`config.mk`:
```
export PLATFORM = sky130hd
export DESIGN_NAME = seq_alu
export DESIGN_NICKNAME = d
export VERILOG_FILES = /design/src/rtl/seq_alu.sv
export SDC_FILE = /design/constraint.sdc
export NUM_CORES = 1
export LEC_CHECK = 0
export CAP_MARGIN = 20
export CORE_MARGIN = 1
export CORE_UTILIZATION = 45
export DETAILED_ROUTE_END_ITERATION = 6
export HOLD_SLACK_MARGIN = 0.1
export PLACE_DENSITY_LB_ADDON = 0.25
export SETUP_SLACK_MARGIN = 0.2
export SLEW_MARGIN = 20
export SYNTH_ARGS = -nofsm -noshare
export SYNTH_HDL_FRONTEND = slang
export SYNTH_SLANG_ARGS = --single-unit
```
`constraint.sdc`:
```
create_clock -name clk -period 4 [get_ports clk]
set_clock_uncertainty 0.2 [all_clocks]
set_input_delay 1.2 -clock clk [delete_from_list [all_inputs] [get_ports clk]]
set_output_delay 1.2 -clock clk [all_outputs]
set_load 0.01 [all_outputs]
```
`src/rtl/seq_alu.sv`:
```
// seq_alu: registered ALU with a valid/ready operand handshake and a
// valid/ready result handshake. Single-cycle ops pass IDLE -> EXEC -> DONE.
// Optional feature macro SEQ_ALU_MUL_EN: when defined, op 7 is an unsigned
// iterative shift-add multiply through a MUL state (WIDTH iterations); when
// undefined, op 7 goes through EXEC and returns the illegal-op marker
// (out=0, overflow=1, zero=1).
//
// Handshake rule (both sides): a transfer happens on a rising clk edge where
// valid and ready are both high. in_ready is high only in IDLE, out_valid is
// high only in DONE, and out/flags are held stable for the whole of DONE.
module seq_alu #(
    parameter int WIDTH = 12,
    parameter int CNT_W = $clog2(WIDTH+1)
) (
    input  logic             clk,
    input  logic             rst,
    input  logic             in_valid,
    output logic             in_ready,
    input  logic [WIDTH-1:0] a,
    input  logic [WIDTH-1:0] b,
    input  logic [2:0]       op_select,
    output logic             out_valid,
    input  logic             out_ready,
    output logic [WIDTH-1:0] out,
    output logic             cout,
    output logic             sign,
    output logic             overflow,
    output logic             zero,
    output logic             busy
);

    localparam logic [WIDTH-1:0] MIN_NEG = {1'b1, {(WIDTH-1){1'b0}}};

    // Elaboration guard: narrow widths and overridden counter widths are not supported.
    if (WIDTH < 4 || CNT_W != $clog2(WIDTH+1)) begin : g_bad_param
        $error("seq_alu: WIDTH must be >= 4 and CNT_W must not be overridden");
    end

`ifdef SEQ_ALU_MUL_EN
    typedef enum logic [1:0] {S_IDLE, S_EXEC, S_MUL, S_DONE} state_t;
`else
    typedef enum logic [1:0] {S_IDLE, S_EXEC, S_DONE} state_t;
`endif

    // state is the FSM observation point for checkers
    state_t state;
    state_t state_next;

    logic [WIDTH-1:0] a_r;
    logic [WIDTH-1:0] b_r;
    logic [2:0]       op_r;
    logic             accept;

    logic [WIDTH-1:0] exec_out;
    logic             exec_cout;
    logic             exec_ovf;
    logic [WIDTH:0]   sum_add;
    logic [WIDTH:0]   sum_sub;

    assign accept    = (state == S_IDLE) && in_valid;
    assign in_ready  = (state == S_IDLE);
    assign out_valid = (state == S_DONE);
    assign busy      = (state != S_IDLE);

`ifdef SEQ_ALU_MUL_EN
    logic [CNT_W-1:0]   cnt;
    logic [2*WIDTH-1:0] mcand;
    logic [WIDTH-1:0]   mplier;
    logic [2*WIDTH-1:0] prod;
    logic [2*WIDTH-1:0] prod_next;
    logic               mul_last;

    assign mul_last = (cnt == CNT_W'(WIDTH-1));

    // Partial product for the current multiplier bit.
    always_comb begin
        prod_next = prod + (mplier[0] ? mcand : '0);
    end
`endif

    // State register.
    always_ff @(posedge clk) begin
        if (rst) state <= S_IDLE;
        else     state <= state_next;
    end

    // Next-state logic.
    always_comb begin
        state_next = state;
        case (state)
            S_IDLE: begin
                if (in_valid) begin
`ifdef SEQ_ALU_MUL_EN
                    state_next = (op_select == 3'd7) ? S_MUL : S_EXEC;
`else
                    state_next = S_EXEC;
`endif
                end
            end
            S_EXEC: state_next = S_DONE;
`ifdef SEQ_ALU_MUL_EN
            S_MUL:  if (mul_last) state_next = S_DONE;
`endif
            S_DONE: if (out_ready) state_next = S_IDLE;
            default: state_next = S_IDLE;
        endcase
    end

    // Single-cycle operation results from the latched operands.
    always_comb begin
        exec_out  = '0;
        exec_cout = 1'b0;
        exec_ovf  = 1'b0;
        sum_add   = {1'b0, a_r} + {1'b0, b_r};
        sum_sub   = {1'b0, a_r} + {1'b0, ~b_r} + {{WIDTH{1'b0}}, 1'b1};
        case (op_r)
            3'd0: begin
                exec_out = a_r[WIDTH-1] ? (~a_r + WIDTH'(1)) : a_r;
                exec_ovf = (a_r == MIN_NEG);
            end
            3'd1: begin
                {exec_cout, exec_out} = sum_add;
                exec_ovf = (a_r[WIDTH-1] == b_r[WIDTH-1]) &&
                           (sum_add[WIDTH-1] != a_r[WIDTH-1]);
            end
            3'd2: exec_out = a_r & b_r;
            3'd3: exec_out = a_r | b_r;
            3'd4: exec_out = a_r ^ b_r;
            3'd5: exec_out = ~a_r;
            3'd6: begin
                {exec_cout, exec_out} = sum_sub;
                exec_ovf = (a_r[WIDTH-1] != b_r[WIDTH-1]) &&
                           (sum_sub[WIDTH-1] != a_r[WIDTH-1]);
            end
            default: begin
                // op 7 in EXEC: illegal-op marker
                exec_out = '0;
                exec_ovf = 1'b1;
            end
        endcase
    end

    // Operand latch, multiply iteration and result/flag registers.
    always_ff @(posedge clk) begin
        if (rst) begin
            a_r      <= '0;
            b_r      <= '0;
            op_r     <= '0;
            out      <= '0;
            cout     <= 1'b0;
            sign     <= 1'b0;
            overflow <= 1'b0;
            zero     <= 1'b0;
`ifdef SEQ_ALU_MUL_EN
            cnt      <= '0;
            mcand    <= '0;
            mplier   <= '0;
            prod     <= '0;
`endif
        end else begin
            if (accept) begin
                a_r  <= a;
                b_r  <= b;
                op_r <= op_select;
`ifdef SEQ_ALU_MUL_EN
                cnt    <= '0;
                mcand  <= {{WIDTH{1'b0}}, a};
                mplier <= b;
                prod   <= '0;
`endif
            end
            if (state == S_EXEC) begin
                out      <= exec_out;
                cout     <= exec_cout;
                overflow <= exec_ovf;
                sign     <= exec_out[WIDTH-1];
                zero     <= (exec_out == '0);
            end
`ifdef SEQ_ALU_MUL_EN
            if (state == S_MUL) begin
                prod   <= prod_next;
                mcand  <= mcand << 1;
                mplier <= mplier >> 1;
                cnt    <= cnt + CNT_W'(1);
                if (mul_last) begin
                    out      <= prod_next[WIDTH-1:0];
                    cout     <= 1'b0;
                    overflow <= (prod_next[2*WIDTH-1:WIDTH] != '0);
                    sign     <= prod_next[WIDTH-1];
                    zero     <= (prod_next[WIDTH-1:0] == '0);
                end
            end
`endif
        end
    end

endmodule

```
==> load_flow_metrics.sql <==
INSERT INTO impl_metrics (metric_group, metric, value, unit) VALUES
('outcome', 'run_status', 'finished, final reports clean', ''),
('worst_setup_path', 'worst_path_dominant_cell_family', 'compound AO/OA/AOI/OAI gates', ''),
('routing', 'route.antenna.remaining_nets', '0', ''),
('yosys', 'asyncSetResetFlopFracSynth', '0', ''),
('die', 'ioPinCount', '50', ''),
('clock_tree', 'deepest_clock_path_buffer_count', '2', ''),
('worst_setup_path', 'worstPathArrival', '3.43', 'ns'),
('flow_run', 'total_of_max_cap_violations', '0', ''),
('die', 'die_height', '96.0', 'microns'),
('placement', 'io_buffers', '49', ''),
('cells_and_area', 'number_of_inserted_diodes', '0', ''),
('timing', 'finalMaxSlewViolations', '0', ''),
('worst_setup_path', 'endpoint_kind_of_the_worst_setup_timing_path', 'register', ''),
('routing', 'first_pass_iters', '5', ''),
('cells_and_area', 'final.fill_count', '839', ''),
('routing', 'remaining_drc_errors', '0', ''),
('timing', 'hold_viol_final', '0', ''),
('power', 'share_seq_of_total_power', '0.364', ''),
('die', 'initial_core_util', '0.475', ''),
('worst_setup_path', 'worstPathBufferInverterCount', '1', ''),
('power', 'comb_power_share', '0.379', ''),
('global_route', 'grt-ovfl-total', '0', ''),
('power', 'clockPowerShare', '0.257', ''),
('yosys', 'postSynth.topFlopCell', 'sky130_fd_sc_hd__dfxtp_1', ''),
('die', 'die_area', '9220', 'sq um'),
('clock_tree', 'path_clk_slew', '0.09', 'ns'),
('global_route', 'pin_count_of_the_biggest_net_entering_global_routing', '43', ''),
('worst_hold_path', 'hp-class', 'register to register', ''),
('cells_and_area', 'drive_gt1_frac', '0.0530', ''),
('clock_tree', 'insertion_delay', '0.31', 'ns'),
('routing', 'dr_total_vias', '4018', ''),
('clock_tree', 'tritoncts', 'done', ''),
('timing', 'period_needed', '3.41', 'ns'),
('worst_setup_path', 'master_of_the_slowest_instance_on_the_critical_path', 'sky130_fd_sc_hd__dfxtp_1', ''),
('clock_tree', 'ctsRootBufferMaster', 'sky130_fd_sc_hd__clkbuf_8', ''),
('cells_and_area', 'finish.net_count', '637', ''),
('power', 'power_leakage', '0.00173', 'uW'),
('worst_setup_path', 'crit_path_cell_trace', 'inv_1 > ha_1 > fa_1 > nor3_1 > o31ai_1 > a31o_2 > a221oi_2 > o221ai_1 > a21oi_1 > nand4_1 > o32ai_1', ''),
('yosys', 'netlist-cell-type-count', '65', ''),
('timing', 'rsz_0062_raised_after_global_routing', 'no', ''),
('worst_setup_path', 'criticalPathCategory', 'register to register', ''),
('routing', 'drt_iter0_drc', '341', ''),
('routing', 'final_routed_wirelength_across_all_metal_layers', '11900', 'microns'),
('timing', 'worst_slew_slack_as_a_fraction_of_its_limit', '0.395', ''),
('timing', 'timing.setup.tns', '0', 'ns'),
('routing', 'drt-vias-per-instance', '5.99', ''),
('cells_and_area', 'multiInputGateArea', '2780', 'sq um'),
('worst_setup_path', 'worstPathRequired', '4.02', 'ns'),
('placement', 'detailed_place.area', '4480', 'sq um'),
('timing', 'maxClockFrequency', '0.293', 'GHz'),
('yosys', 'synth_area', '3980', 'sq um'),
('yosys', 'synth.yosys.warnings', '0', ''),
('cells_and_area', 'register_area', '881', 'sq um'),
('placement', 'gp_routability_congestion', '0.892', ''),
('cells_and_area', 'areaGrowthSynthToFinish', '15.3', '%'),
('global_route', 'grt_first_pass_wirelength', '19000', 'microns'),
('global_route', 'first_global_vias', '3652', ''),
('yosys', 'synth-seq-area-share', '0.221', ''),
('worst_setup_path', 'cp_slowest_stage_delay', '0.56', 'ns'),
('placement', 'hpwlAfterDp', '9060', 'microns'),
('yosys', 'flop_and_latch_count_out_of_synthesis', '44', ''),
('clock_tree', 'clock-sinks', '44', ''),
('cells_and_area', 'final_area', '4580', 'sq um'),
('yosys', 'number_of_synthesized_flops_with_an_enable_pin', '0', ''),
('worst_setup_path', 'crit_path_start_kind', 'register', ''),
('yosys', 'postSynthNetCount', '610', ''),
('timing', 'setup_violations', '0', ''),
('clock_tree', 'cts-htree-levels', '2', ''),
('clock_tree', 'post-cts-setup-buffer-count', '0', ''),
('yosys', 'post_synth_inst_count', '538', ''),
('global_route', 'antenna_found_initial', '0', '');
through the flow:
| step | power, uW | util | hold slack [ns] | worst slack (ns) | std cells |
|---|---|---|---|---|---|
| 2_1_floorplan | 873 | - | 0.253 | 1.09 | 538 |
| 3_3_place_gp | 1020 | 0.534 | 0.264 | 0.744 | 663 |
| 3_5_place_dp | 1030 | 0.534 | 0.267 | 0.636 | 663 |
| 4_1_cts | 1390 | 0.547 | 0.280 | 0.630 | 671 |
| 5_1_grt | 1470 | 0.547 | 0.316 | 0.419 | 671 |
| 6_report | 1390 | 0.547 | 0.277 | 0.592 | 671 |
cells in the final DEF, fill, tap and decap left out, drive strengths merged, types with 3 or more instances in the layout:
cell type,n
o2111ai,3
nor2b,11
inv,39
a211oi,11
o21bai,6
xor2,3
o22ai,8
or3,5
nor3,22
o211ai,6
xnor2,10
nand3,6
a22o,3
o21ai,22
nand2b,11
mux2i,12
buf,6
mux2,3
a221oi,3
a31oi,6
nor4,3
nor2,34
clkbuf,6
nand2,78
o21a,4
a221o,6
clkdlybuf4s50,49
o221ai,6
ha,39
a21oi,59
dfxtp,44
o31ai,9
final cells by class:
cell class,instances,area share
timing repair buffer,55,0.117
tap,105,0.0287
inverter,40,0.0328
multi-input combinational,419,0.606
clock inverter,2,0.00764
clock buffer,6,0.0158
sequential,44,0.192
per-layer routing:
| metal | routed length [microns] | vias to the layer above | track usage | part of all wire |
|---|---|---|---|---|
| met4 | 204 | 0 | 0.0808 | 0.017 |
| met3 | 882 | 18 | 0.0466 | 0.074 |
| met1 | 5430 | 1851 | 0.373 | 0.45 |
| li1 | - | 1967 | - | - |
| met2 | 5420 | 182 | 0.433 | 0.45 |
| met5 | 0 | - | 0 | 0 |
sequential cells by signal, summed over array words and instances (netlist names):
register  cells
b_r          12
op_r          3
state         2
a_r          12
zero          1
cout          1
out          12
overflow      1
kinds of logic after synthesis:
kind of cell / Yosys count / share of synthesized area
and+or+nand+nor: 181 / 0.213
xor gates and xnor gates: 13 / 0.0286
AOI/OAI and AO/OA: 169 / 0.286
DFF: 44 / 0.221
muxes: 15 / 0.0387
buffers and inverters: 75 / 0.0799
adders and majority gates: 41 / 0.133
cells in the mapped netlist, types with 2 or more instances:
master                      instances  area, sq um
sky130_fd_sc_hd__o31ai_1            9         67.6
sky130_fd_sc_hd__o221ai_1           6         52.6
sky130_fd_sc_hd__o211ai_1           6         45.0
sky130_fd_sc_hd__nand2b_1          11         68.8
sky130_fd_sc_hd__mux2_2             3         33.8
sky130_fd_sc_hd__o21bai_1           6         45.0
sky130_fd_sc_hd__nor2_2             2         12.5
sky130_fd_sc_hd__nand2_1           78          293
sky130_fd_sc_hd__a211oi_1          11         82.6
sky130_fd_sc_hd__xor2_1             3         26.3
sky130_fd_sc_hd__and2_1             2         12.5
sky130_fd_sc_hd__a22o_1             3         26.3
sky130_fd_sc_hd__o21a_1             4         30.0
sky130_fd_sc_hd__inv_1             38          143
sky130_fd_sc_hd__nor3_1            22          110
sky130_fd_sc_hd__clkbuf_2           2         10.0
sky130_fd_sc_hd__a311oi_1           2         17.5
sky130_fd_sc_hd__and4_1             2         17.5
sky130_fd_sc_hd__a41oi_1            2         17.5
sky130_fd_sc_hd__o21ai_0           20          100
sky130_fd_sc_hd__nor2_1            32          120
sky130_fd_sc_hd__a221o_1            6         60.1
sky130_fd_sc_hd__ha_1              39          488
sky130_fd_sc_hd__or3_1              5         31.3
sky130_fd_sc_hd__or2_2              2         12.5
sky130_fd_sc_hd__nor4_1             2         12.5
sky130_fd_sc_hd__xnor2_1           10         87.6
sky130_fd_sc_hd__o2111ai_1          3         26.3
sky130_fd_sc_hd__o22ai_1            8         50.1
sky130_fd_sc_hd__dfxtp_1           44          881
sky130_fd_sc_hd__fa_1               2         40.0
sky130_fd_sc_hd__a21oi_1           59          295
sky130_fd_sc_hd__a22oi_1            2         15.0
sky130_fd_sc_hd__a221oi_1           2         17.5
sky130_fd_sc_hd__mux2i_1           12          120
sky130_fd_sc_hd__clkbuf_1          19         71.3
sky130_fd_sc_hd__buf_2              9         45.0
sky130_fd_sc_hd__nor2b_1           11         68.8
sky130_fd_sc_hd__a31oi_1            6         37.5
sky130_fd_sc_hd__buf_4              4         30.0
sky130_fd_sc_hd__nand3_1            5         25.0
tightest hold or removal path, cell delays in order (launching register included):
cell	delay (ns)
sky130_fd_sc_hd__dfxtp_1	0.33
sky130_fd_sc_hd__nand2_1	0.06
sky130_fd_sc_hd__a21oi_1	0.05
power groups by stage:
stage / Combinational [uW] / Sequential [uW] / Clock [uW]
2_1_floorplan: 367 / 505 / 0
3_3_place_gp: 509 / 514 / 0
3_5_place_dp: 515 / 515 / 0
4_1_cts: 518 / 505 / 369
5_1_grt: 577 / 512 / 382
6_report: 526 / 505 / 356
worst paths after layout:
kind,from,end,slack (ns),cells after the start
setup / recovery,a_r[0],zero,0.59,11
hold / removal,b_r[10],b_r[10],0.28,2
setup reg to reg,a_r[0],zero,0.59,11
hold reg to reg,b_r[10],b_r[10],0.28,2
Note: power is estimated with default switching activity, not from simulation.
